**config.mk**
```make
export PLATFORM = sky130hd
export DESIGN_NAME = csr_ctrl
export DESIGN_NICKNAME = d
export VERILOG_FILES = /design/src/rtl/csr_ctrl.sv
export SDC_FILE = /design/constraint.sdc
export NUM_CORES = 1
export LEC_CHECK = 0
export CAP_MARGIN = 40
export CORE_ASPECT_RATIO = 1.2
export CORE_MARGIN = 2
export CORE_UTILIZATION = 40
export CTS_BUF_LIST = sky130_fd_sc_hd__clkbuf_4 sky130_fd_sc_hd__clkbuf_8
export DETAILED_ROUTE_END_ITERATION = 16
export MAX_ROUTING_LAYER = met4
export PLACE_DENSITY = 0.68
export SETUP_SLACK_MARGIN = 0.3
export SKIP_LAST_GASP = 1
export SYNTH_ARGS = -nofsm -noshare
export SYNTH_HDL_FRONTEND = slang
export SYNTH_HIERARCHICAL = 1
export SYNTH_SLANG_ARGS = --single-unit
```
**constraint.sdc**
```tcl
create_clock -name clk -period 4.2 [get_ports clk]
set_input_delay 0.63 -clock clk [delete_from_list [all_inputs] [get_ports clk]]
set_output_delay 0.63 -clock clk [all_outputs]
set_load 0.05 [all_outputs]
```
**src/rtl/csr_ctrl.sv**
```systemverilog
// Machine-mode CSR controller: CSR instruction sequencing, trap/MRET entry and
// the 64-bit cycle/instret counters. The op-type package and the CSR
// read-modify-write ALU share this file so the block is self-contained.

package csr_pkg;
    // 2'b00 is deliberately left unused so it decodes as an illegal op.
    typedef enum logic [1:0] {
        CSR_RW = 2'b01,
        CSR_RS = 2'b10,
        CSR_RC = 2'b11
    } csr_op_e;
endpackage

// Read-modify-write datapath for CSR instructions.
module csr_alu
    import csr_pkg::*;
(
    input  csr_op_e     op,
    input  logic [31:0] csr_data,
    input  logic [31:0] data,
    output logic [31:0] result
);
    // New CSR value from the old value and the operand.
    always_comb begin
        case (op)
            CSR_RW:  result = data;
            CSR_RS:  result = csr_data | data;
            CSR_RC:  result = csr_data & ~data;
            default: result = csr_data;
        endcase
    end
endmodule

module csr_ctrl
    import csr_pkg::*;
(
    input  logic        clk,
    input  logic        rst,
    input  logic        csr_req,
    input  logic [11:0] csr_addr,
    input  csr_op_e     csr_op,
    input  logic [31:0] csr_wdata,
    input  logic        csr_wr_suppress,
    input  logic        trap_req,
    input  logic [31:0] trap_pc,
    input  logic [31:0] trap_cause,
    input  logic        mret_req,
    input  logic        instret_inc,
    output logic        busy,
    output logic        csr_ack,
    output logic [31:0] csr_rdata,
    output logic        csr_illegal,
    output logic        trap_ack,
    output logic [31:0] redirect_pc
);
    typedef enum logic [1:0] {StIdle, StRead, StWrite, StTrap} state_e;

    state_e      state_q;
    logic [11:0] addr_q;
    csr_op_e     op_q;
    logic [31:0] wdata_q;
    logic [31:0] old_q;
    logic        wr_en_q;
    logic        illegal_q;

    logic        mie_q;
    logic        mpie_q;
    logic [31:0] mtvec_q;
    logic [31:0] mscratch_q;
    logic [31:0] mepc_q;
    logic [31:0] mcause_q;
    logic [63:0] mcycle_q;
    logic [63:0] minstret_q;

    logic [31:0] rd_val;
    logic        rd_hit;
    logic        op_valid;
    logic        wr_en;
    logic        illegal;
    logic [31:0] alu_result;
    logic        commit;
    logic        wr_mcycle_lo;
    logic        wr_mcycle_hi;
    logic        wr_minstret_lo;
    logic        wr_minstret_hi;
    logic [32:0] mcycle_lo_inc;
    logic [32:0] minstret_lo_inc;
    logic [63:0] mcycle_d;
    logic [63:0] minstret_d;

    assign busy = (state_q != StIdle);

    // CSR read mux on the live request address; unimplemented addresses miss.
    always_comb begin
        rd_val = '0;
        rd_hit = 1'b1;
        case (csr_addr)
            12'h300:          rd_val = {24'b0, mpie_q, 3'b0, mie_q, 3'b0};
            12'h305:          rd_val = mtvec_q;
            12'h340:          rd_val = mscratch_q;
            12'h341:          rd_val = mepc_q;
            12'h342:          rd_val = mcause_q;
            12'hB00, 12'hC00: rd_val = mcycle_q[31:0];
            12'hB80, 12'hC80: rd_val = mcycle_q[63:32];
            12'hB02, 12'hC02: rd_val = minstret_q[31:0];
            12'hB82, 12'hC82: rd_val = minstret_q[63:32];
            default:          rd_hit = 1'b0;
        endcase
    end

    // Legality of the request; RW always writes, RS/RC only when not suppressed.
    always_comb begin
        op_valid = (csr_op == CSR_RW) || (csr_op == CSR_RS) || (csr_op == CSR_RC);
        wr_en    = (csr_op == CSR_RW) || !csr_wr_suppress;
        illegal  = !rd_hit || !op_valid || (wr_en && (csr_addr[11:10] == 2'b11));
    end

    csr_alu u_csr_alu (
        .op       (op_q),
        .csr_data (old_q),
        .data     (wdata_q),
        .result   (alu_result)
    );

    // Commit strobes, asserted on the READ->WRITE edge.
    always_comb begin
        commit         = (state_q == StRead) && !illegal_q && wr_en_q;
        wr_mcycle_lo   = commit && (addr_q == 12'hB00);
        wr_mcycle_hi   = commit && (addr_q == 12'hB80);
        wr_minstret_lo = commit && (addr_q == 12'hB02);
        wr_minstret_hi = commit && (addr_q == 12'hB82);
    end

    // Counter next state; a write to the low half also kills the carry.
    always_comb begin
        mcycle_lo_inc   = {1'b0, mcycle_q[31:0]} + 33'd1;
        minstret_lo_inc = {1'b0, minstret_q[31:0]} + {32'b0, instret_inc};
        mcycle_d[31:0]    = wr_mcycle_lo ? alu_result : mcycle_lo_inc[31:0];
        mcycle_d[63:32]   = wr_mcycle_hi ? alu_result :
                            mcycle_q[63:32] + {31'b0, mcycle_lo_inc[32] & ~wr_mcycle_lo};
        minstret_d[31:0]  = wr_minstret_lo ? alu_result : minstret_lo_inc[31:0];
        minstret_d[63:32] = wr_minstret_hi ? alu_result :
                            minstret_q[63:32] +
                            {31'b0, minstret_lo_inc[32] & ~wr_minstret_lo};
    end

    // Counters: held at zero in reset, count from the first released edge.
    always_ff @(posedge clk) begin
        if (rst) begin
            mcycle_q   <= '0;
            minstret_q <= '0;
        end else begin
            mcycle_q   <= mcycle_d;
            minstret_q <= minstret_d;
        end
    end

    // Control FSM with registered acks, read data and redirect target.
    always_ff @(posedge clk) begin
        if (rst) begin
            state_q     <= StIdle;
            addr_q      <= '0;
            op_q        <= CSR_RW;
            wdata_q     <= '0;
            old_q       <= '0;
            wr_en_q     <= 1'b0;
            illegal_q   <= 1'b0;
            mie_q       <= 1'b0;
            mpie_q      <= 1'b0;
            mtvec_q     <= '0;
            mscratch_q  <= '0;
            mepc_q      <= '0;
            mcause_q    <= '0;
            csr_ack     <= 1'b0;
            csr_rdata   <= '0;
            csr_illegal <= 1'b0;
            trap_ack    <= 1'b0;
            redirect_pc <= '0;
        end else begin
            csr_ack  <= 1'b0;
            trap_ack <= 1'b0;
            case (state_q)
                StIdle: begin
                    if (trap_req) begin
                        mepc_q      <= {trap_pc[31:2], 2'b00};
                        mcause_q    <= trap_cause;
                        mpie_q      <= mie_q;
                        mie_q       <= 1'b0;
                        trap_ack    <= 1'b1;
                        redirect_pc <= mtvec_q;
                        state_q     <= StTrap;
                    end else if (mret_req) begin
                        mie_q       <= mpie_q;
                        mpie_q      <= 1'b1;
                        trap_ack    <= 1'b1;
                        redirect_pc <= mepc_q;
                        state_q     <= StTrap;
                    end else if (csr_req) begin
                        addr_q    <= csr_addr;
                        op_q      <= csr_op;
                        wdata_q   <= csr_wdata;
                        old_q     <= rd_val;
                        wr_en_q   <= wr_en;
                        illegal_q <= illegal;
                        state_q   <= StRead;
                    end
                end
                StRead: begin
                    csr_ack     <= 1'b1;
                    csr_illegal <= illegal_q;
                    csr_rdata   <= illegal_q ? 32'h0 : old_q;
                    if (commit) begin
                        case (addr_q)
                            12'h300: begin
                                mie_q  <= alu_result[3];
                                mpie_q <= alu_result[7];
                            end
                            12'h305: mtvec_q    <= {alu_result[31:2], 2'b00};
                            12'h340: mscratch_q <= alu_result;
                            12'h341: mepc_q     <= {alu_result[31:2], 2'b00};
                            12'h342: mcause_q   <= alu_result;
                            default: ;
                        endcase
                    end
                    state_q <= StWrite;
                end
                StWrite: state_q <= StIdle;
                StTrap:  state_q <= StIdle;
                default: state_q <= StIdle;
            endcase
        end
    end
endmodule

```
[Yosys cells after proc, flatten, opt, wreduce, memory -nomap -nowiden]
Cells that the tools add are included.
Storage, ports and cells
  output and inout bits: 68
  memories: 0
  bits of input ports: 117
  bits in read-only memories: 0
  logic and storage cells: 142
  latch bits: 0
  register bits: 405
  memory bits (writable): 0
Cells by class
  bitwise gates (word level): 10
  equality and inequality tests: 39
  shift operators: 0
  muxes and demuxes: 35
  reduce and logical (&&, ||, !) cells: 34
  div/mod/pow operators: 0
  add/subtract/negate cells: 4
  order comparisons: 0
  $mul: 0
Operators by type and width (number)
  32-bit two-way mux: 13
  32-bit one-hot mux with 9 select lines: 1
  12-bit equality test (second input constant): 12
  32-bit one-hot mux with 2 select lines: 2
  12-bit by 10-bit equality test with 1-bit output (second input constant): 10
  32-bit one-hot mux with 3 select lines: 1
  32-bit by 1-bit adder with 32-bit output: 2
  32-bit by 1-bit adder with 33-bit output: 1
  32-bit by 1-bit adder with 33-bit output (second input constant): 1
  32-bit bitwise AND: 1
  32-bit inverter: 1
  32-bit bitwise OR: 1
  4-bit AND reduction: 4
  2-bit equality test (second input constant): 7
  13-bit OR reduction: 1
  1-bit two-way mux: 12
  2-bit OR reduction: 6
  1-bit logical AND: 7
  2-bit by 1-bit equality test with 1-bit output (second input constant): 3
  2-bit two-way mux: 3
  2-bit by 1-bit != test with 1-bit output (second input constant): 3
  2-bit one-hot mux with 3 select lines: 1
  3-bit AND reduction: 2
  2-bit nonzero test: 3
  10 further kinds: 24

[Depth between registers and ports, before layout]
  word-level depth: 8
  depth in mapped cells: 14
  mapped depth without buffers: 12

[Cells and area by module]
Netlist, hierarchy kept.
By module, submodules not included
  csr_ctrl: seq. area each 8027.7 µm², area an instance 19538.7 µm², cells an instance 2327, times used 1
  csr_alu: seq. area each 0.0 µm², area an instance 928.4 µm², cells an instance 142, times used 1

[Worst setup path after synthesis]
No wires, ideal clock.
  kind: input -> register
  start point: in instret_inc
  end point: reg minstret_q[55]
  required time: 4.114 ns
  stages on the path: 13
  setup time: 0.086 ns
  buffers on the path: 1
  data arrival time: 3.369 ns
  setup slack: 0.746 ns
  cell sequence: ha_1 > ha_1 > nand3_1 > clkbuf_1 > nor3_1 > nand2_1 > nor3b_1 > ha_1 > nand3_1 > nor4_2 > nand4_1 > xor2_1 > a211oi_1
Between the ends
  cells in the longest elaborated chain, start to end: 4
Ends and longest elaborated chain
  from (decl): line 48  | input logic instret_inc,
  32-bit by 1-bit adder with 33-bit output: line 137  | minstret_lo_inc = {1'b0, minstret_q[31:0]} + {32'b0, instret_inc};
  1-bit bitwise AND: line 144  | {31'b0, minstret_lo_inc[32] & ~wr_minstret_lo};
  32-bit by 1-bit adder with 32-bit output: line 143  | minstret_q[63:32] +
  32-bit two-way mux: line 142  | minstret_d[63:32] = wr_minstret_hi ? alu_result :
  to (signal assigned): line 154  | minstret_q <= minstret_d;
  to (decl): line 73  | logic [63:0] minstret_q;
Every way passes these cells.
A chain may end at the register's enable or synchronous reset.

[Final worst setup path]
  start point: reg mcycle_q[14]
  end point: reg mcycle_q[60]
Between the ends
  cells in the longest elaborated chain, start to end: 4
Ends and longest elaborated chain
  from (decl): line 72  | logic [63:0] mcycle_q;
  from (signal assigned): line 153  | mcycle_q <= mcycle_d;
  32-bit by 1-bit adder with 33-bit output: line 136  | mcycle_lo_inc = {1'b0, mcycle_q[31:0]} + 33'd1;
  1-bit bitwise AND: line 140  | mcycle_q[63:32] + {31'b0, mcycle_lo_inc[32] & ~wr_mcycle_lo};
  32-bit by 1-bit adder with 32-bit output: line 140
  32-bit two-way mux: line 139  | mcycle_d[63:32] = wr_mcycle_hi ? alu_result :
Every way passes these cells.

==> results.toml <==
[sta]
period_minus_slack_ns = 3.46
rsz0062_at_grt = "false"
hold_viol = 0
worst_pin_slew_ns = 1.06
tns_ns = 0
slew_viol_final = 0
finalSetupViolCount = 0
fin_crit_sh_pct = 82.4
fmax_mhz = 289
worst_slack_ns = 0.737
finClkSkew_ns = 0.0421
slew_headroom_pct = 29.5

[power]
switchingPower_mw = 2.50
p_total_mw = 9.13
p_per_area_mw_per_mm2 = 375
vdd_drop_max_mv = 0.239
swShare_pct = 27.4
clkPwrFrac_pct = 42.0
combPwrFrac_pct = 13.3
leakagePower_nw = 8.17
p_int_mw = 6.63
p_seq_share_pct = 44.8

[logic_synthesis]
ys_ff_latch = 401
synth_ff_type = "dfxtp_1"
syn_area_mm2 = 0.0205
yosysUniqueCellTypes = 76
yosysWarnings = 6
async_flop_share_pct = 0
avgSynthCellArea_um2 = 8.29
ys_seq_area_share_pct = 39.2
netlist_instances = 2469
synth_edf_count = 0

[hold_path]
hold_path.class = "reg2reg"

[setup_path]
cp-end-kind = "flip-flop"
criticalPathCategory = "reg2reg"
cp_cell_sequence = "and4_1, nor4bb_1, buf_4, nand3_1, nor2_1, ha_1, ha_1, nand2_1, nor4_4, nand2_1, or3_1, a311oi_1"
max_stage_delay_ns = 0.44
slowest_stage = "dfxtp_1"
cp.required_ns = 4.76
cp-start-kind = "flip-flop"
cp_max_fo = 11
cp.arrival_ns = 4.02

[clock_network]
hold_buffers = 0
h-tree-depth = 2
post-cts-setup-buffer-count = 0
root_buffer = "clkbuf_8"
cts_resized = 0
cts_tree = "done"
cts_sinks = 401
numCtsBuffers = 61
path_clk_slew_ns = 0.07
clk_latency_ns = 0.65
clockBufferDepth = 3

[global_routing]
grt-busiest-layer = "met2"
grt_overflow = 0
met2_usage_pct = 40.2
grt_use_total_pct = 26.4
met1_usage_pct = 36.0
met3_usage_pct = 4.24
grt_pass1_vias = 18132
grt_pass1_wl_mm = 107
grt_max_degree = 157
antenna_found_initial = 2

[floorplanning]
dieArea_mm2 = 0.0530
io_pins = 185
initial_core_util_pct = 40.6
core_region_area_mm2 = 0.0504
die_width_um = 210
num_rows = 90
die-height_um = 252

[layout]
area_growth_pct = 19.0
layout.nets = 2719
final_core_util_pct = 48.3
nFillCells = 4845
seq_area_mm2 = 0.00803
fin_cells = 3293
multiInputGateArea_mm2 = 0.0114
drive_above_1_share_pct = 10.8

[drt]
wl_mm = 69.7
dr.pass1.iters = 8
drt-wirelength-per-cell_um = 21.2
antenna_left = 0
vias = 19264
drtIter0Drc = 1886
drcViolationCount = 0
vias_per_cell = 5.85

[placed_design]
gp_congestion = 0.943
hpwl_mm = 49.3
portBuffers = 180
place_inst = 3176
dpl_worst_slack_ns = 0.167

[run]
maxCapViolCount = 0

[run_status]
status = "finished, final reports clean"
## registers in the layout, indices dropped and copies added (netlist names), 2 cells and up
signal / flops
addr_q: 12
csr_rdata: 32
mcause_q: 32
mcycle_q: 64
mepc_q: 30
minstret_q: 64
mscratch_q: 32
mtvec_q: 30
old_q: 32
op_q: 2
redirect_pc: 30
state_q: 2
wdata_q: 32
## final cells by class
type	instances	share of cell area, %
multi-input cells	1819	46.8
flip-flops and latches	401	33.0
repair buffers	266	10.1
clock buffers	100	5.24
well taps	644	3.31
clock inverters	14	0.822
inverters	46	0.709
diodes	3	0.0308
## cells by family after synthesis
| logic type | Yosys count | synth area share [%] |
|---|---|---|
| AND/OR/NAND/NOR | 928 | 21.7 |
| AO/OA/AOI/OAI | 630 | 20.7 |
| multiplexers | 101 | 5.97 |
| other | 1 | 0.0183 |
| flip-flops | 401 | 39.2 |
| buffers and inverters | 250 | 5.48 |
| XOR/XNOR | 151 | 6.46 |
| adder cells (fa/ha/maj) | 7 | 0.428 |
## power groups by stage
stage                     Combinational [mW]  Clock, mW  Sequential [mW]
after floorplan                        0.634          0             4.30
after global placement                  1.18          0             4.16
after detailed placement                1.20          0             4.17
after CTS                               1.21       3.88             4.09
after global routing                    1.30       4.04             4.11
final                                   1.21       3.83             4.09
## critical path, delay by kind of cell, from the launching register on
family,cells,cell delay [ns]
AOI/OAI and AO/OA,1,0.24
adders and majority gates,2,0.47
buffers and inverters,1,0.26
DFF,1,0.44
and+or+nand+nor,8,1.96
## synth_stat cells (41+ instances only)
library cell	n	area, um2
dfxtp_1	401	8030
nand2_1	333	1250
nor2_1	257	965
a211oi_1	229	1720
a21oi_1	222	1110
clkbuf_1	156	586
xnor2_1	81	709
nand3_1	70	350
xor2_1	70	613
mux2i_1	67	671
a22oi_1	50	375
inv_1	46	173
o21ai_0	45	225
nand4_1	41	257
## worst paths after layout
kind	to	depth (start not counted)	from	slack (ns)
min reg2reg	csr_rdata[8]$_SDFFE_PP0N_	2	csr_rdata[8]$_SDFFE_PP0N_	0.45
max	mcycle_q[60]$_SDFF_PP0_	12	mcycle_q[14]$_SDFF_PP0_	0.74
min	csr_rdata[8]$_SDFFE_PP0N_	2	csr_rdata[8]$_SDFFE_PP0N_	0.45
max reg2reg	mcycle_q[60]$_SDFF_PP0_	12	mcycle_q[14]$_SDFF_PP0_	0.74
## placed cells by master, fill, tap and decap left out, types with 41 or more instances in the layout
cell type,count
nand4_1,41
clkbuf_8,84
clkdlybuf4s50_1,176
buf_4,83
dfxtp_1,399
nand3_1,67
xor2_1,70
inv_1,46
xnor2_1,81
mux2i_1,67
a21oi_1,221
o21ai_0,45
a211oi_1,229
nand2_1,332
nor2_1,256
a22oi_1,50
## layer usage
metal,part of all wire [%],vias up
met5,0,-
met4,2.5,0
met2,45,828
met3,8.5,116
li1,-,9104
met1,44,9216
## per-stage QoR
stage,area (um2),hold slack (ns)
2_1_floorplan,20500,0.432
3_3_place_gp,22800,0.439
3_5_place_dp,22900,0.444
4_1_cts,24300,0.453
5_1_grt,24400,0.468
6_report,24400,0.451
Power figures use the tool's default switching activity.
